### src/rtl/set_assoc_wb_cache.sv
// set_assoc_wb_cache: WAYS-way set-associative, write-back, write-allocate cache
// sitting between a single-word CPU port and a block-wide memory port.
//
// Ports
//   clk, reset           rising-edge clock; asynchronous active-high reset
//   cpu_req              request valid (accepted only when idle)
//   cpu_address          byte address, bits [1:0] ignored
//   read_write           0 read, 1 write
//   cpu_write_data       full-word write data
//   cpu_read_data        read data, valid with cpu_ready
//   cpu_ready            one-cycle completion pulse
//   hit_miss             1 when the access hit on its first lookup
//   dm_req               memory transfer request (held until dm_ready)
//   dm_read_write        0 block read (fill), 1 block write (victim writeback)
//   dm_address           block-aligned memory address
//   dm_write_data        victim block, word 0 in bits [31:0]
//   dm_read_data         fill block
//   dm_ready             memory transfer complete pulse
//   hit_count/miss_count completed-access counters, saturating at 0xFFFF
//                        (present only with CACHE_STATS_EN defined)
//
// Optional feature macro: CACHE_STATS_EN
`timescale 1ns/1ps
module set_assoc_wb_cache #(
    parameter int unsigned ADDR_W = 10,
    parameter int unsigned WAYS   = 2,
    parameter int unsigned SETS   = 4,
    parameter int unsigned WPB    = 4
) (
    input  logic                clk,
    input  logic                reset,
    input  logic                cpu_req,
    input  logic [ADDR_W-1:0]   cpu_address,
    input  logic                read_write,
    input  logic [31:0]         cpu_write_data,
    output logic [31:0]         cpu_read_data,
    output logic                cpu_ready,
    output logic                hit_miss,
    output logic                dm_req,
    output logic                dm_read_write,
    output logic [ADDR_W-1:0]   dm_address,
    output logic [32*WPB-1:0]   dm_write_data,
    input  logic [32*WPB-1:0]   dm_read_data,
    input  logic                dm_ready
`ifdef CACHE_STATS_EN
    ,
    output logic [15:0]         hit_count,
    output logic [15:0]         miss_count
`endif
);

    localparam int unsigned OFF_W = $clog2(WPB);
    localparam int unsigned IDX_W = $clog2(SETS);
    localparam int unsigned TAG_W = ADDR_W - 2 - OFF_W - IDX_W;
    localparam int unsigned AGE_W = (WAYS > 1) ? $clog2(WAYS) : 1;
    localparam int unsigned WAY_W = AGE_W;

    typedef enum logic [1:0] {StIdle, StCompare, StWriteback, StAllocate} state_e;

    state_e              r_state, w_state_next;
    logic [ADDR_W-1:0]   r_addr;
    logic                r_rw;
    logic [31:0]         r_wdata;
    logic                r_missed;
    logic [WAY_W-1:0]    r_victim;

    logic [32*WPB-1:0]   r_data  [WAYS][SETS];
    logic [TAG_W-1:0]    r_tag   [WAYS][SETS];
    logic [AGE_W-1:0]    r_age   [WAYS][SETS];
    logic [WAYS-1:0]     r_valid [SETS];
    logic [WAYS-1:0]     r_dirty [SETS];

    logic [TAG_W-1:0]    w_tag;
    logic [IDX_W-1:0]    w_idx;
    logic [OFF_W-1:0]    w_off;
    logic                w_hit;
    logic [WAY_W-1:0]    w_hit_way;
    logic [WAY_W-1:0]    w_victim;
    logic                w_inv_found;
    logic [WAY_W-1:0]    w_lru;
    logic [31:0]         w_hit_word;
    logic                w_hit_upd;
    logic                w_fill;
    logic                w_unused_addr;

    assign w_tag         = r_addr[ADDR_W-1 -: TAG_W];
    assign w_idx         = r_addr[2+OFF_W +: IDX_W];
    assign w_off         = r_addr[2 +: OFF_W];
    assign w_unused_addr = ^r_addr[1:0];

    // Tag lookup and victim choice for the latched request's set.
    always_comb begin
        w_hit       = 1'b0;
        w_hit_way   = '0;
        w_inv_found = 1'b0;
        w_lru       = '0;
        w_victim    = '0;
        for (int unsigned w = 0; w < WAYS; w++) begin
            if (r_valid[w_idx][w] && (r_tag[w][w_idx] == w_tag)) begin
                w_hit     = 1'b1;
                w_hit_way = WAY_W'(w);
            end
            if (r_age[w][w_idx] == AGE_W'(WAYS - 1)) begin
                w_lru = WAY_W'(w);
            end
        end
        for (int unsigned w = 0; w < WAYS; w++) begin
            if (!r_valid[w_idx][w] && !w_inv_found) begin
                w_inv_found = 1'b1;
                w_victim    = WAY_W'(w);
            end
        end
        if (!w_inv_found) begin
            w_victim = w_lru;
        end
    end

    assign w_hit_word = r_data[w_hit_way][w_idx][{w_off, 5'b0} +: 32];
    assign w_hit_upd  = (r_state == StCompare) && w_hit;
    assign w_fill     = (r_state == StAllocate) && dm_ready;

    // Next state and outputs; outputs are all zero in idle, so the
    // asynchronous reset of r_state zeroes them immediately.
    always_comb begin
        w_state_next  = r_state;
        cpu_ready     = 1'b0;
        hit_miss      = 1'b0;
        cpu_read_data = '0;
        dm_req        = 1'b0;
        dm_read_write = 1'b0;
        dm_address    = '0;
        dm_write_data = '0;
        case (r_state)
            StIdle: begin
                if (cpu_req) begin
                    w_state_next = StCompare;
                end
            end
            StCompare: begin
                if (w_hit) begin
                    cpu_ready    = 1'b1;
                    hit_miss     = ~r_missed;
                    w_state_next = StIdle;
                    if (!r_rw) begin
                        cpu_read_data = w_hit_word;
                    end
                end else if (r_valid[w_idx][w_victim] && r_dirty[w_idx][w_victim]) begin
                    w_state_next = StWriteback;
                end else begin
                    w_state_next = StAllocate;
                end
            end
            StWriteback: begin
                dm_req        = 1'b1;
                dm_read_write = 1'b1;
                dm_address    = {r_tag[r_victim][w_idx], w_idx, {(OFF_W + 2){1'b0}}};
                dm_write_data = r_data[r_victim][w_idx];
                if (dm_ready) begin
                    w_state_next = StAllocate;
                end
            end
            StAllocate: begin
                dm_req     = 1'b1;
                dm_address = {w_tag, w_idx, {(OFF_W + 2){1'b0}}};
                if (dm_ready) begin
                    w_state_next = StCompare;
                end
            end
            default: w_state_next = StIdle;
        endcase
    end

    always_ff @(posedge clk or posedge reset) begin
        if (reset) begin
            r_state  <= StIdle;
            r_addr   <= '0;
            r_rw     <= 1'b0;
            r_wdata  <= '0;
            r_missed <= 1'b0;
            r_victim <= '0;
        end else begin
            r_state <= w_state_next;
            if ((r_state == StIdle) && cpu_req) begin
                r_addr   <= cpu_address;
                r_rw     <= read_write;
                r_wdata  <= cpu_write_data;
                r_missed <= 1'b0;
            end
            // Victim is frozen here: filling it changes what the lookup would pick.
            if ((r_state == StCompare) && !w_hit) begin
                r_missed <= 1'b1;
                r_victim <= w_victim;
            end
        end
    end

    // Line state: valid/dirty/age. Ages form a per-set permutation, oldest = LRU.
    always_ff @(posedge clk or posedge reset) begin
        if (reset) begin
            for (int unsigned s = 0; s < SETS; s++) begin
                r_valid[s] <= '0;
                r_dirty[s] <= '0;
                for (int unsigned w = 0; w < WAYS; w++) begin
                    r_age[w][s] <= AGE_W'(w);
                end
            end
        end else begin
            if (w_hit_upd) begin
                for (int unsigned w = 0; w < WAYS; w++) begin
                    if (WAY_W'(w) == w_hit_way) begin
                        r_age[w][w_idx] <= '0;
                    end else if (r_age[w][w_idx] < r_age[w_hit_way][w_idx]) begin
                        r_age[w][w_idx] <= r_age[w][w_idx] + 1'b1;
                    end
                end
                if (r_rw) begin
                    r_dirty[w_idx][w_hit_way] <= 1'b1;
                end
            end
            if (w_fill) begin
                r_valid[w_idx][r_victim] <= 1'b1;
                r_dirty[w_idx][r_victim] <= 1'b0;
            end
        end
    end

    // Data and tag arrays carry no reset; valid bits qualify them.
    always_ff @(posedge clk) begin
        if (w_fill) begin
            r_data[r_victim][w_idx] <= dm_read_data;
            r_tag[r_victim][w_idx]  <= w_tag;
        end else if (w_hit_upd && r_rw) begin
            r_data[w_hit_way][w_idx][{w_off, 5'b0} +: 32] <= r_wdata;
        end
    end

`ifdef CACHE_STATS_EN
    logic [15:0] r_hit_count;
    logic [15:0] r_miss_count;

    always_ff @(posedge clk or posedge reset) begin
        if (reset) begin
            r_hit_count  <= '0;
            r_miss_count <= '0;
        end else if (cpu_ready) begin
            if (hit_miss) begin
                if (r_hit_count != 16'hFFFF) begin
                    r_hit_count <= r_hit_count + 16'd1;
                end
            end else if (r_miss_count != 16'hFFFF) begin
                r_miss_count <= r_miss_count + 16'd1;
            end
        end
    end

    assign hit_count  = r_hit_count;
    assign miss_count = r_miss_count;
`endif

endmodule

### config.mk
export PLATFORM = sky130hd
export DESIGN_NAME = set_assoc_wb_cache
export DESIGN_NICKNAME = d
export VERILOG_FILES = /design/src/rtl/set_assoc_wb_cache.sv
export SDC_FILE = /design/constraint.sdc
export NUM_CORES = 2
export LEC_CHECK = 0
export CORE_MARGIN = 8
export CORE_UTILIZATION = 45
export DETAILED_ROUTE_END_ITERATION = 7
export REMOVE_ABC_BUFFERS = 1
export SLEW_MARGIN = 10
export SYNTH_ARGS = -nofsm -noshare
export SYNTH_HDL_FRONTEND = slang
export SYNTH_SLANG_ARGS = --single-unit
### constraint.sdc
create_clock -name clk -period 7.9 [get_ports clk]
set_clock_uncertainty 0.05 [all_clocks]
set_input_delay 1.185 -clock clk [delete_from_list [all_inputs] [get_ports clk]]
set_output_delay 1.185 -clock clk [all_outputs]
set_load 0.005 [all_outputs]
== Word level (Yosys, flattened, before mapping) ==
Memories as Yosys holds them, arrays and structs flattened.
Cells that the tools add are included.
Word-level totals
  memories kept: 2
  input port bits: 175
  logic and storage cells: 179
  bits in writable memories: 1056
  flip-flop bits (word level): 71
  output and inout bits: 174
Cells by class
  add/subtract/negate cells: 3
  shift-type cells: 3
  $lt $le $gt $ge: 10
  bitwise gates (word level): 10
  reduce and logical (&&, ||, !) cells: 22
  multiplexer cells: 98
  eq/ne operators: 9
Memory list
  r_data: depth 2, bits a word 512, rd ports 2, clocked after memory_dff 0, wr ports 1, line 67  | logic [32*WPB-1:0] r_data [WAYS][SETS];
  r_tag: depth 2, bits a word 16, rd ports 3, clocked after memory_dff 0, wr ports 1, line 68  | logic [TAG_W-1:0] r_tag [WAYS][SETS];
Operators with widths (count)
  2-to-1 mux 512 bit: 4
  2-to-1 mux 128 bit: 7
  binary-select mux 128 bit (select 2 bit): 2
  demux 128 bit (select 2 bit): 2
  OR reduction 512 bit: 1
  variable shift 32 x 9 -> 128 bit (first input constant): 1
  indexed part select 128 x 8 -> 32 bit: 1
  indexed part select 32 x 9 -> 128 bit: 1
  2-to-1 mux 32 bit: 3
  2-to-1 mux 4 bit: 14
  2-to-1 mux 1 bit: 34
  binary-select mux 4 bit (select 2 bit): 3
  2-to-1 mux 8 bit: 3
  2-to-1 mux 2 bit: 10
  case mux 10 bit (2 select lines): 1
  2-to-1 mux 16 bit: 1
  bitwise OR 8 bit: 2
  logical AND 1 bit: 12
  negator 7 -> 9 bit: 1
  bitwise AND 4 bit: 2
  bitwise AND 8 bit: 1
  binary-select mux 2 bit (select 2 bit): 2
  bitwise mux 4 bit: 2
  demux 2 bit (select 2 bit): 2
  28 further kinds: 43

== Longest topological paths before layout ==
  word-level depth: 18
  mapped depth: 11
  depth with buffers taken out: 8

== Worst setup path before layout ==
OpenSTA, ideal clock, no wires.
  path kind: register -> register
  start point: register r_addr[3]
  end point: memory r_data[0][100] (netlist name), enable pin
  buffers on the path: 3
  setup slack: 2.265 ns
  arrival: 5.117 ns
  library setup time: 0.468 ns
  cell stages (with the launch flop): 12
  required time: 7.382 ns
  period minus slack after synthesis: 5.635 ns
  cells stage by stage: dfrtp_1 inv_1 clkbuf_1 buf_1 ha_1 nor4_1 nor3_1 nand3_1 o21a_1 a21oi_1 clkbuf_1 nor3b_1
On the way
  cells in the longest elaborated chain, start to end: 7
  elaborated cells on any way between the ends: 8
  classes of those cells: add/sub: 1; shift: 1; mux: 5; reduce/logical: 1
RTL lines
  from (decl): line 61  | logic [ADDR_W-1:0] r_addr;
  from (signal assigned): line 184  | r_addr <= cpu_address;
  negator 7 -> 9 bit (*): line 233  | r_data[w_hit_way][w_idx][{w_off, 5'b0} +: 32] <= r_wdata;
  variable shift 32 x 9 -> 128 bit (*): line 233
  2-to-1 mux 128 bit (not written as such) (*): line 233
  demux 128 bit (select 2 bit) (*): line 233
  2-to-1 mux 512 bit (not written as such) (*): line 233
  OR reduction 512 bit (no line)
  2-to-1 mux 1 bit (no line) / 2-to-1 mux 512 bit (equally long branches)
  to (decl): line 67
Mark *: on every way between the ends. The rest lies on a longest branch, timed or not.

== Worst setup path in the final report ==
  start point: register r_addr[5]
  end point: output port cpu_read_data[7]
On the way
  cells in the longest elaborated chain, start to end: 15
  elaborated cells on any way between the ends: 25
  classes of those cells: eq/ne: 2; shift: 1; mux: 18; bitwise: 1; reduce/logical: 2; memory: 1
RTL lines
  NOT 2 -> 3 bit (not written as such) (*): line 99, 118
  binary-select mux 4 bit (select 2 bit): line 99  | if (r_valid[w_idx][w] && (r_tag[w][w_idx] == w_tag)) begin
  2-to-1 mux 4 bit (not written as such) (2 in a row): line 99
  == test 4 bit: line 99
  logical AND 1 bit: line 99
  2-to-1 mux 1 bit: line 99
  memory (2 x 512 bit)
  binary-select mux 128 bit (select 2 bit): line 118  | assign w_hit_word = r_data[w_hit_way][w_idx][{w_off, 5'b0} +: 32];
  2-to-1 mux 128 bit (not written as such) (2 in a row): line 118
  indexed part select 128 x 8 -> 32 bit: line 118
  2-to-1 mux 32 bit: line 144  | if (!r_rw) begin
  2-to-1 mux 32 bit (*): line 140  | if (w_hit) begin
  2-to-1 mux 32 bit (*): line 133  | case (r_state)
  to (decl): line 36  | output logic [31:0] cpu_read_data,
Mark *: on every way between the ends. The rest lies on a longest branch, timed or not. The select of a mux whose other input is x is not followed.

==> flow_summary.toml <==
[power]
max-vdd-ir-drop_uv = 281.9
total_power_uw = 21970
leakagePower_uw = 0.02155
powerDensity_nw_per_um2 = 344.5

[worst_setup_path]
worstSetupPathType = "reg -> out"
endpoint_kind = "output pin"
critical-path-slowest-cell = "dfrtp_4"
critPathArrivalTime_ps = 5220
rr_startpoint = "r_addr[4]$_DFFE_PP0P_"
cp-startpoint = "r_addr[5]$_DFFE_PP0P_"
critPathCapture = "cpu_read_data[7]"
crit_buf_inv = 2
rr_worst_depth = 8
r2r-end = "r_data[0][492]$_DFFE_PP_"
path_cells = "buf_4 -> mux4_2 -> nand2_1 -> or2_1 -> a211o_4 -> a21oi_2 -> clkdlybuf4s50_1"
cp.required_ps = 6660
r2r_setup_slack_ps = 2310
cpPeakStageDelay_ps = 910
crit_fanout = 56
startpoint_type = "flop"
critPathTopFamily = "buffers and inverters"
worstSetupPathDepth = 7

[clocking]
cts_tree = "done"
htreeDepth = 3
clock_path_buffers = 3
cts_setup_buffers = 0
clk_pin_slew_ps = 60
cts_sinks = 1125
numCtsBuffers = 118
clockRootBuffer = "clkbuf_16"
worstSkewPairLatency_ps = 720
cts_resized = 0
hold_buffers = 0

[layout]
area_delta_synth_final_pct = 17.36
final_cell_mix = "1056 x edfxtp_1, 590 x mux4_2, 342 x clkdlybuf4s50_1"
drive_above_1_share = 0.3007
fillers = 9353
nets = 3430
mostFrequentLayoutCell = "edfxtp_1"
utilization = 0.5323

[floorplanning]
core_area_sq_um = 119800
die_y_microns = 363.5
dieArea_sq_um = 132100
die_w_microns = 363.5
row_count = 127
io_pins = 349
start_util = 0.4535

[timing]
slew_headroom = 0.1347
fmax_ghz = 0.1549
rsz0062_at_grt = "no"
setup_violations = 0
finalHoldViolCount = 0
fin_setup_tns_ps = 0
final.min_clock_period_ps = 6455
tightest_slew_ps = 1292
setup_ws_ps = 1445
maxSlewViolCount = 0
finalCritPeriodShare = 0.8171

[routing]
viasPerCell = 6.282
drt_iter0_markers = 3465
wirelength_microns = 167500
drc = 0
postRouteAntennaNets = 0
num_vias = 31180
routedWlPerCell_microns = 33.76
first_pass_iters = 5

[logic_synthesis]
syn_inst = 2906
ys_types = 44
synth_area_sq_um = 54340
syn_avg_cell_area_sq_um = 18.70
synth-edff-count = 1056
ys_seq_area_frac = 0.6154
yosys_warnings = 0
async_reset_ff_frac = 0.06133
synth_flop_cell = "edfxtp_1"
ys_seq_elements = 1125

[flow_run]
max_cap_viol_count = 0

[global_routing]
grt_pass1_vias = 31990
grt_pass1_wl_microns = 236700
grt_usage = 0.2499
antenna_found_initial = 6
overflow = 0
grt_max_degree = 169

[worst_hold_path]
min_from = "r_valid[3]$_DFFE_PP0P_"
hold_path.class = "reg -> reg"

[placement]
hpwlAfterDp_microns = 104900
portBuffers = 342
post-place-ws_ps = 2209
place.gp.congestion = 0.7838

[status]
status = "complete, no violations"
[cell families after synthesis]
| family | Yosys count | share of synthesized area |
|---|---|---|
| AOI/OAI and AO/OA | 78 | 0.01078 |
| muxes | 896 | 0.3020 |
| DFF | 1125 | 0.6154 |
| buffers and inverters | 360 | 0.02929 |
| adders and majority gates | 9 | 0.002072 |
| other | 1 | 0.00006901 |
| and+or+nand+nor | 429 | 0.03912 |
| xor gates and xnor gates | 8 | 0.001289 |
[through the flow]
| step | cells | hold slack, ps | instance area [sq um] |
|---|---|---|---|
| floorplan | 2689 | 383.7 | 53290 |
| global placement | 4738 | 396.3 | 59780 |
| detailed placement | 4738 | 400.1 | 59780 |
| CTS | 4961 | 415.6 | 63760 |
| global route | 4961 | 442.0 | 63770 |
| finish | 4963 | 412.5 | 63770 |
[synthesized netlist by cell type (3+ instances only)]
master | instances | area (sq um)
clkbuf_1 | 84 | 315.3
ha_1 | 9 | 112.6
buf_1 | 37 | 138.9
buf_6 | 17 | 191.4
nand2b_1 | 5 | 31.28
mux2_2 | 46 | 518.0
nor3b_1 | 19 | 142.6
a41oi_1 | 3 | 26.28
dfrtp_1 | 65 | 1627
buf_4 | 4 | 30.03
nand4_1 | 6 | 37.54
a21oi_1 | 10 | 50.05
nand3_1 | 7 | 35.03
o22a_1 | 4 | 35.03
a31oi_1 | 6 | 37.54
nand2_1 | 204 | 765.7
o21ai_0 | 6 | 30.03
dfstp_2 | 4 | 105.1
o31ai_1 | 3 | 22.52
a22o_1 | 4 | 35.03
buf_2 | 78 | 390.4
inv_1 | 140 | 525.5
edfxtp_1 | 1056 | 31710
nor3_1 | 27 | 135.1
nor2b_1 | 131 | 819.5
o21ai_1 | 6 | 30.03
xnor2_1 | 8 | 70.07
a21oi_2 | 30 | 262.8
or2_2 | 9 | 56.30
nor2_1 | 13 | 48.80
mux2i_1 | 259 | 2592
mux4_2 | 590 | 13290
[worst register-to-register path, delay by kind of cell (launching register included)]
| kind | cells | cell delay [ps] |
|---|---|---|
| AND/OR/NAND/NOR | 3 | 1990 |
| buffers and inverters | 2 | 1070 |
| flip-flops | 1 | 750 |
| multiplexers | 1 | 630 |
| AO/OA/AOI/OAI | 1 | 480 |
| XOR/XNOR | 1 | 240 |
[final cells by class]
cell class / instances / area [sq um] / area share
Timing Repair Buffer: 437 / 4237 / 0.06643
Multi-Input combinational cell: 1424 / 19550 / 0.3066
Antenna cell: 2 / 5.005 / 0.00007848
Clock inverter: 64 / 748.2 / 0.01173
Sequential cell: 1125 / 33460 / 0.5246
Clock buffer: 159 / 3228 / 0.05062
Tap cell: 1612 / 2017 / 0.03163
Inverter: 140 / 530.5 / 0.008319
[how the worst min path moves through the flow]
| stage | end | depth (start not counted) |
|---|---|---|
| final | r_valid[3]$_DFFE_PP0P_ | 1 |
| after detailed placement | r_valid[3]$_DFFE_PP0P_ | 1 |
| after floorplan | r_valid[2]$_DFFE_PP0P_ | 1 |
| after global routing | r_valid[3]$_DFFE_PP0P_ | 1 |
| after CTS | r_valid[3]$_DFFE_PP0P_ | 1 |
| after global placement | r_valid[0]$_DFFE_PP0P_ | 1 |
[flip-flops by register name, summed over array words and instances, names as in the netlist]
signal / flops
r_state: 2
r_victim: 1
r_age: 8
r_missed: 1
r_valid: 8
r_dirty: 8
r_tag: 32
r_data: 1024
r_rw: 1
r_wdata: 32
r_addr: 8
[where the power goes]
group	total [uW]	internal, uW	switching (uW)
Sequential	7620	7130	494
Combinational	8650	4220	4430
Clock	5690	3350	2340
[routing by layer]
layer  part of all wire  GRT usage  wire, microns
met1               0.39     0.3422          66090
met2               0.49     0.4131          82010
met3              0.087    0.04405          14660
met4              0.029    0.07202           4796
met5                  0          0              0
(Power assumes the default switching activity.)
==> RTL edit (same settings) <==
The option `CACHE_STATS_EN` is turned on by a define.
--- a/src/rtl/set_assoc_wb_cache.sv
+++ b/src/rtl/set_assoc_wb_cache.sv
@@ -21,6 +21,8 @@
 //
 // Optional feature macro: CACHE_STATS_EN
 `timescale 1ns/1ps
+`define CACHE_STATS_EN
+
 module set_assoc_wb_cache #(
     parameter int unsigned ADDR_W = 10,
     parameter int unsigned WAYS   = 2,
New outputs: hit_count and miss_count. Check against the original RTL: not settled (the Yosys comparison gave no result); the edit may change what the design does.
==> RTL edit against the unedited design <==
Total power up 3.1%; critical path type unchanged; sequential cell count rose by 32; synthesized area increased by 2.6%; setup slack worse by 0.019 ns; maximum frequency decreased by 0.29%; clock power rose by 4.9%; wire length grew 3.3%; final area is 3.1% higher; largest power group unchanged.
==> RTL edit: results (changes against the unedited design) <==
| Metric | Value |
|---|---|
| Status | `completed` |
| ClkCell Share | `0.0644 (+0.00201)` |
| Number of global-route vias before repair | `33500 (+4.8%)` |
| H-tree Lvls | `4 (+1)` |
| Flops & latches, synth | `1157 (+2.8%)` |
| FF/Latch Area | `34300 um^2 (+2.4%)` |
| Worst IR Drop VDD | `0.354 mV (+26%)` |
| Clk power | `5.97 mW (+4.9%)` |
| Sequential area share after synthesis | `0.614 (-0.00135)` |
| LEAKAGE | `21.6 nW (about the same)` |
| Final Wtd Congestion | `0.802 (+2.3%)` |
| Total GRT Usage | `0.251 (+0.00112)` |
| Timing endpoint of the critical path | `cpu_read_data[29]` |
| R2R Path End | `r_data[1][54]` |
| Vias/cell | `6.30 (+0.32%)` |
| Post-synthesis mux area share | `0.293 (-0.00868)` |
| Comb power frac | `0.390 (-0.004)` |
| Drt wl/cell | `33.4 um (-0.99%)` |
| List of most frequent post-synthesis cells | `edfxtp_1, mux4_2, mux2i_1` |
| Hold slack | `0.421 ns (+0.00899 ns)` |
| Worst Max-Slew Pin Slew | `1.15 ns (-0.146 ns)` |
| DR iter-0 viols | `3610 (+4.2%)` |
| Multi-input gates | `1542 (+8.3%)` |
| Worst Path Arrival | `5.24 ns (+0.02 ns)` |
| Synthesized area per cell | `18.2 um^2 (-2.7%)` |
| Slowest stage cell, crit path | `buf_4` |
| Antenna diodes | `1 (-1)` |
| Critical path fanouts, max | `113 (+100%)` |
| Setup WS pre-CTS | `2.05 ns (-0.157 ns)` |
| Initial antenna violation count | `1 (-5)` |
| Synth Area in Compound Gates | `0.0146 (+0.00379)` |
| Synth-to-layout area growth | `17.9%` |
| Distinct cells, synth | `52 (+18%)` |
| Placed insts | `4938 (+4.2%)` |
| Final Worst Setup Slack | `1.43 ns (-0.0188 ns)` |
## RTL edit: cell count changes in the layout (fill, tap and decap cells not counted), moves of 22 or more
cell / change
a21oi_1: +26
a21oi_2: -31
clkdlybuf4s50_1: +32
dfrtp_1: +32
nand2_1: +29
xnor2_1: +22
## RTL edit: metal layers
layer | global-route usage | wire length (um) | share of wire
met1 | 0.336 | 68400 | 0.40
met2 | 0.413 | 84400 | 0.49
met3 | 0.0566 | 15200 | 0.088
met4 | 0.0734 | 5120 | 0.030
met5 | 0 | 0 | 0
## RTL edit: critical path, delay by kind of cell, from the launching register on
family	cells	cell delay (ns)
muxes	2	1.10
DFF	1	0.86
AOI/OAI and AO/OA	1	0.16
buffers and inverters	3	2.14
and+or+nand+nor	1	0.08
## RTL edit: logic make-up after synthesis
| kind of cell | count (synthesis) |
|---|---|
| fa+ha+maj | 11 |
| other cells | 1 |
| flops | 1157 |
| xor+xnor | 38 |
| buf+inv | 369 |
| compound gates | 119 |
| mux | 891 |
| simple gates | 479 |
